File: src/rtl/power_mode_sequencer_pkg.sv
// Shared power-mode encodings, sequencer FSM states and wake-source bit positions.
// Latency: n/a (definitions only).
// Backpressure: n/a.
package power_mode_pkg;

  // power_mode encodings, also decoded by clock_gate_controller
  localparam logic [1:0] MODE_DEEPSLEEP = 2'b00;
  localparam logic [1:0] MODE_STANDBY   = 2'b01;
  localparam logic [1:0] MODE_ACTIVE    = 2'b10;

  typedef enum logic [2:0] {
    ST_ACTIVE      = 3'd0,
    ST_STANDBY     = 3'd1,
    ST_ENTER_SLEEP = 3'd2,
    ST_DEEPSLEEP   = 3'd3,
    ST_EXIT_SLEEP  = 3'd4
  } pm_state_e;

  // Bit positions inside wakeup_source / wake_cause ({can,timer,uart_rx,gpio})
  localparam int WAKE_SRC_GPIO    = 0;
  localparam int WAKE_SRC_UART_RX = 1;
  localparam int WAKE_SRC_TIMER   = 2;
  localparam int WAKE_SRC_CAN     = 3;

  // Power mode presented to the clock gating while in a given state.
  function automatic logic [1:0] mode_of(input pm_state_e s);
    logic [1:0] m;
    case (s)
      ST_ACTIVE:    m = MODE_ACTIVE;
      ST_DEEPSLEEP: m = MODE_DEEPSLEEP;
      default:      m = MODE_STANDBY;
    endcase
    return m;
  endfunction

endpackage

File: src/rtl/power_mode_sequencer_idle_counter.sv
// Saturating idle-cycle counter with synchronous clear and threshold-hit compare.
// Latency: hit is combinational from the registered count; count updates each clk edge.
// Backpressure: none; clr has priority over counting.
// Ports: clk/rst (sync, active-high), clr (zero the count), thresh (0 disables hit),
//        hit (high in the cycle that completes exactly thresh idle cycles).
module pm_idle_counter #(
  parameter int W = 16
) (
  input  logic         clk,
  input  logic         rst,
  input  logic         clr,
  input  logic [W-1:0] thresh,
  output logic         hit
);

  logic [W-1:0] cnt_q, cnt_d;
  logic [W:0]   cnt_inc;

  // One bit wider so a saturated count never aliases onto a small threshold.
  assign cnt_inc = {1'b0, cnt_q} + {{W{1'b0}}, 1'b1};
  assign hit     = (thresh != '0) && (cnt_inc == {1'b0, thresh});

  always_comb begin
    cnt_d = cnt_q;
    if (clr) begin
      cnt_d = '0;
    end else if (!(&cnt_q)) begin
      cnt_d = cnt_inc[W-1:0];
    end
  end

  always_ff @(posedge clk) begin
    if (rst) begin
      cnt_q <= '0;
    end else begin
      cnt_q <= cnt_d;
    end
  end

endmodule

File: src/rtl/power_mode_sequencer.sv
// Always-on power-mode sequencer: ACTIVE/STANDBY/DEEPSLEEP with drain and settle phases.
// Latency: all outputs registered; a qualifying input moves state/outputs on the next edge.
// Backpressure: none; wakeup_request is acknowledged one-for-one, every cycle it is high.
// Ports: clk_master/rst (sync, active-high); cim_active, dvfs_busy, uart_active form busy;
//        sleep_req (level), standby_thresh/sleep_thresh (0 disables); wakeup_request/source;
//        power_mode, pm_state, mode_change, wakeup_ack, wake_cause, sleep_count.
module power_mode_sequencer
  import power_mode_pkg::*;
#(
  parameter int IDLE_W       = 16,
  parameter int ENTRY_CYCLES = 8,
  parameter int EXIT_CYCLES  = 4
) (
  input  logic              clk_master,
  input  logic              rst,
  input  logic              cim_active,
  input  logic              dvfs_busy,
  input  logic              uart_active,
  input  logic              sleep_req,
  input  logic [IDLE_W-1:0] standby_thresh,
  input  logic [IDLE_W-1:0] sleep_thresh,
  input  logic              wakeup_request,
  input  logic [3:0]        wakeup_source,
  output logic [1:0]        power_mode,
  output logic [2:0]        pm_state,
  output logic              mode_change,
  output logic              wakeup_ack,
  output logic [3:0]        wake_cause,
  output logic [15:0]       sleep_count
);

  localparam int PH_MAX = (ENTRY_CYCLES > EXIT_CYCLES) ? ENTRY_CYCLES : EXIT_CYCLES;
  localparam int PH_W   = (PH_MAX > 2) ? $clog2(PH_MAX) : 1;
  localparam logic [PH_W-1:0] ENTRY_LOAD = PH_W'(ENTRY_CYCLES - 1);
  localparam logic [PH_W-1:0] EXIT_LOAD  = PH_W'(EXIT_CYCLES - 1);
  localparam logic [PH_W-1:0] PH_ONE     = PH_W'(1);

  pm_state_e         state_q, state_d;
  logic [1:0]        power_mode_q, power_mode_d;
  logic              mode_change_q, mode_change_d;
  logic              wakeup_ack_q, wakeup_ack_d;
  logic [3:0]        wake_cause_q, wake_cause_d;
  logic [15:0]       sleep_count_q, sleep_count_d;
  logic [PH_W-1:0]   phase_q, phase_d;

  logic              busy;
  logic              state_chg;
  logic              idle_clr;
  logic              idle_hit;
  logic [IDLE_W-1:0] idle_thresh;

  assign busy = cim_active | dvfs_busy | uart_active;

  // Only ACTIVE and STANDBY demote on idleness; elsewhere the compare is disabled.
  always_comb begin
    idle_thresh = '0;
    case (state_q)
      ST_ACTIVE:  idle_thresh = standby_thresh;
      ST_STANDBY: idle_thresh = sleep_thresh;
      default:    idle_thresh = '0;
    endcase
  end

  pm_idle_counter #(
    .W (IDLE_W)
  ) u_idle_counter (
    .clk    (clk_master),
    .rst    (rst),
    .clr    (idle_clr),
    .thresh (idle_thresh),
    .hit    (idle_hit)
  );

  always_comb begin
    state_d       = state_q;
    wake_cause_d  = wake_cause_q;
    sleep_count_d = sleep_count_q;
    case (state_q)
      ST_ACTIVE: begin
        // A wake request while already ACTIVE only earns an ack and holds off demotion.
        if (wakeup_request || busy) begin
          state_d = ST_ACTIVE;
        end else if (sleep_req) begin
          state_d = ST_ENTER_SLEEP;
        end else if (idle_hit) begin
          state_d = ST_STANDBY;
        end
      end
      ST_STANDBY: begin
        if (wakeup_request || busy) begin
          state_d = ST_ACTIVE;
        end else if (sleep_req || idle_hit) begin
          state_d = ST_ENTER_SLEEP;
        end
      end
      ST_ENTER_SLEEP: begin
        // Abort beats the final drain cycle, so no sleep is counted on a late wake.
        if (wakeup_request || busy) begin
          state_d = ST_ACTIVE;
        end else if (phase_q == '0) begin
          state_d       = ST_DEEPSLEEP;
          sleep_count_d = sleep_count_q + 16'd1;
        end
      end
      ST_DEEPSLEEP: begin
        if (wakeup_request) begin
          state_d = ST_EXIT_SLEEP;
          wake_cause_d[WAKE_SRC_GPIO]    = wakeup_source[WAKE_SRC_GPIO];
          wake_cause_d[WAKE_SRC_UART_RX] = wakeup_source[WAKE_SRC_UART_RX];
          wake_cause_d[WAKE_SRC_TIMER]   = wakeup_source[WAKE_SRC_TIMER];
          wake_cause_d[WAKE_SRC_CAN]     = wakeup_source[WAKE_SRC_CAN];
        end
      end
      ST_EXIT_SLEEP: begin
        if (phase_q == '0) begin
          state_d = ST_ACTIVE;
        end
      end
      default: state_d = ST_ACTIVE;
    endcase
  end

  assign state_chg = (state_d != state_q);
  assign idle_clr  = busy | state_chg;

  always_comb begin
    phase_d       = phase_q;
    power_mode_d  = mode_of(state_d);
    mode_change_d = (power_mode_d != power_mode_q);
    wakeup_ack_d  = wakeup_request;
    if (state_chg && (state_d == ST_ENTER_SLEEP)) begin
      phase_d = ENTRY_LOAD;
    end else if (state_chg && (state_d == ST_EXIT_SLEEP)) begin
      phase_d = EXIT_LOAD;
    end else if (phase_q != '0) begin
      phase_d = phase_q - PH_ONE;
    end
  end

  always_ff @(posedge clk_master) begin
    if (rst) begin
      state_q       <= ST_ACTIVE;
      power_mode_q  <= MODE_ACTIVE;
      mode_change_q <= 1'b0;
      wakeup_ack_q  <= 1'b0;
      wake_cause_q  <= '0;
      sleep_count_q <= '0;
      phase_q       <= '0;
    end else begin
      state_q       <= state_d;
      power_mode_q  <= power_mode_d;
      mode_change_q <= mode_change_d;
      wakeup_ack_q  <= wakeup_ack_d;
      wake_cause_q  <= wake_cause_d;
      sleep_count_q <= sleep_count_d;
      phase_q       <= phase_d;
    end
  end

  assign power_mode  = power_mode_q;
  assign pm_state    = state_q;
  assign mode_change = mode_change_q;
  assign wakeup_ack  = wakeup_ack_q;
  assign wake_cause  = wake_cause_q;
  assign sleep_count = sleep_count_q;

endmodule
File: config.mk
export PLATFORM = sky130hd
export DESIGN_NAME = power_mode_sequencer
export DESIGN_NICKNAME = d
export VERILOG_FILES = /design/src/rtl/power_mode_sequencer_pkg.sv /design/src/rtl/power_mode_sequencer_idle_counter.sv /design/src/rtl/power_mode_sequencer.sv
export SDC_FILE = /design/constraint.sdc
export NUM_CORES = 1
export LEC_CHECK = 0
export CAP_MARGIN = 20
export CORE_MARGIN = 5
export CORE_UTILIZATION = 46
export DETAILED_ROUTE_END_ITERATION = 12
export PLACE_DENSITY = 0.78
export SLEW_MARGIN = 0
export SYNTH_ARGS = -nofsm -noshare
export SYNTH_HDL_FRONTEND = slang
export SYNTH_SLANG_ARGS = --single-unit
File: constraint.sdc
create_clock -name clk_master -period 3.3 [get_ports clk_master]
set_clock_uncertainty 0.05 [all_clocks]
set_input_delay 0.33 -clock clk_master [delete_from_list [all_inputs] [get_ports clk_master]]
set_output_delay 0.33 -clock clk_master [all_outputs]
set_load 0.05 [all_outputs]
==> impl_metrics.csv, run 1 <==
group,metric,value,unit
synth,async_flop_share,0,%
sta,setup-tns-final,0,ps
layout,finalInstanceArea,3950,um^2
synth,yosysWarnings,0,
synth,yosysTopAreaCellShare,30.9,%
pwr,vdd_drop_max,0.214,mV
sta,tightest_slew,511,ps
synth,synth_edf_count,0,
setup_path,r2r_slack,180,ps
sta,slew_headroom,65.8,%
placed_design,io_buffers,69,
synth,synth-simple-area-share,28.4,%
synth,synth_xor_area_share,11.8,%
clock_tree,numClockSinks,46,
sta,rsz0062_at_grt,"false",
flow_run,maxCapViolations,0,
placed_design,dpl.hpwl,6110,um
synth,synth_area,2980,um^2
die,io_pins,70,
setup_path,start_kind,"flip-flop",
synth,synth_cells,340,
clock_tree,clk_pin_slew,90,ps
synth,synthFlopType,"dfxtp_1",
routing,totalWireLength,7890,um
die,die-width,90.5,um
clock_tree,clk_latency,310,ps
placed_design,gp_congestion,0.911,
setup_path,arrival,3250,ps
routing,drc,0,
clock_tree,root_buffer,"clkbuf_8",
layout,antenna_cells,0,
routing,via_count,2838,
synth,synth.largest_area_cell,"dfxtp_1",
synth,yosysMostFrequentCell,"dfxtp_1",
sta,finalHoldViolations,0,
layout,final_nets,470,
layout,drive_gt1_share,15.1,%
routing,drt-wirelength-per-cell,15.7,um
grt,gr-total-overflow,0,
synth,synth-compound-area-share,13.9,%
die,core_area,6310,um^2
sta,post-route-period-util,94.5,%
synth,synth_nets,387,
layout,areaGrowthSynthToFinish,32.4,%
sta,timing.fmax,0.321,GHz
synth,post_synth_fa_ha_maj_area_fraction,1.68,%
die,die_h,90.5,um
synth,synth_common_cells,"dfxtp_1, nor2_1, xnor2_1, mux2i_1, nand2_1",
pwr,p_leak,1.34,nW
routing,ant_nets,0,
routing,first_pass_iters,4,
clock_tree,cts_tree,"yes",
clock_tree,post_cts_buffers,0,
clock_tree,h-tree-depth,2,
die,rows,29,
grt,grt_max_degree,31,
hold_path,hold_path_class,"flip-flop to flip-flop",
setup_path,worstPathRequired,3430,ps
clock_tree,cts-resized-gates,0,
layout,final_core_util,62.5,%
grt,grt_antenna_before_repair,0,
placed_design,dpl_cell_area,3840,um^2
synth,ys_ff_latch,46,
sta,fin_crit,3120,ps
clock_tree,cts_hold_buffers,0,
setup_path,path_max_fanout,8,
setup_path,worstSetupPathType,"flip-flop to flip-flop",
routing,vias_per_cell,5.66,
pwr,powerDensity,296,nW/um^2
grt,grtUsageTotal,19.4,%
synth,synth_top_family_by_area,"simple AND/OR/NAND/NOR gates",
outcome,outcome,"finished clean",
synth,syn_area_per_cell,8.77,um^2
synth,synth_area_leaders,"dfxtp_1, mux2i_1, xnor2_1, nor2_1, xor2_1",
clock_tree,cts_inserted_buffers,5,
routing,drt_iter0_drc,196,
pwr,finalPower,1.17,mW
layout,n_fill_cell,571,
clock_tree,clock_path_buffers,2,
die,start_util,47.2,%
sta,drv_slew,0,
synth,ys_seq_area_share,30.9,%
setup_path,endpoint_kind,"flip-flop",
die,die-area,8190,um^2
synth,synthMuxAreaShare,8.22,%
sta,whs,453,ps
grt,grt_pass1_wl,13400,um
grt,grt_pass1_vias,2814,
sta,setup_viol,0,
synth,yosysUniqueCellTypes,62,
[critical path, cell delays in order, from the launching register on]
cell	delay, ps
dfxtp_1	480
nand4_1	230
or4_4	600
a21boi_1	150
a311o_1	310
nor3_4	180
a41oi_1	180
o31a_1	290
o2111ai_2	120
buf_4	220
buf_4	130
a211oi_2	30
[area by class of cell]
class / count / area [um^2] / share of cell area (%)
well taps: 77 / 96.3 / 2.44
inverters: 10 / 37.5 / 0.951
flip-flops and latches: 46 / 926 / 23.4
clock buffers: 5 / 68.8 / 1.74
multi-input cells: 266 / 1920 / 48.6
clock inverters: 3 / 18.8 / 0.475
repair buffers: 94 / 882 / 22.3
[power by group]
part           switching (mW)  leakage (nW)  internal (mW)  total [mW]
Sequential             0.0108         0.373          0.572       0.583
Combinational           0.105         0.919          0.122       0.227
Clock                   0.209        0.0483          0.150       0.359
Total                   0.325          1.34          0.843        1.17
[kinds of logic after synthesis]
group / count (synthesis)
AND/OR/NAND/NOR: 147
AO/OA/AOI/OAI: 56
flip-flops: 46
XOR/XNOR: 35
buffers and inverters: 28
multiplexers: 24
adder cells (fa/ha/maj): 4
[registers in the layout (all words and copies together) (netlist names)]
name	cells
mode_change	1
pm_state	3
power_mode	2
u_idle_counter.cnt_q	16
phase_q	3
wakeup_ack	1
sleep_count	16
wake_cause	4
[cells in the final DEF (no fill, tap or decap), drive strengths merged, types with 9 or more instances in the layout]
cell type / instances
clkdlybuf4s50: 69
dfxtp: 46
nor2: 43
buf: 25
xnor2: 23
mux2i: 23
nand2: 20
nor3: 18
nand3: 14
o21ai: 13
or3: 12
nor4: 12
a211oi: 12
inv: 11
a21oi: 10
xor2: 9
[worst paths after layout]
kind / start / endpoint / cells after the start
max: u_idle_counter.cnt_q[7]$_SDFFE_PP0N_ / u_idle_counter.cnt_q[7]$_SDFFE_PP0N_ / 11
min: wake_cause[2]$_SDFFE_PP0P_ / wake_cause[2]$_SDFFE_PP0P_ / 2
max reg2reg: u_idle_counter.cnt_q[7]$_SDFFE_PP0N_ / u_idle_counter.cnt_q[7]$_SDFFE_PP0N_ / 11
min reg2reg: wake_cause[2]$_SDFFE_PP0P_ / wake_cause[2]$_SDFFE_PP0P_ / 2
[per-stage QoR]
stage | setup slack, ps | instances
after floorplan | 164 | 340
after global placement | 135 | 493
after detailed placement | 96.0 | 493
after CTS | 69.2 | 501
after global routing | 21.2 | 501
final | 183 | 501
[layer usage]
metal	vias to the layer above	routed length [um]	global-route usage, %
met2	86	3690	31.3
met3	10	480	3.58
met1	1334	3610	26.1
met4	0	107	5.71
li1	1408	-	-
met5	-	0	0
(Power assumes the default switching activity.)
==> run 2, diff against run 1 <==
--- a/config.mk
+++ b/config.mk
@@ -14,3 +14,4 @@
 export SYNTH_ARGS = -nofsm -noshare
 export SYNTH_HDL_FRONTEND = slang
 export SYNTH_SLANG_ARGS = --single-unit
+export TNS_END_PERCENT = 100
==> results of run 2 <==
Same layout as run 1: the final DEF is identical, and so are final timing and power.
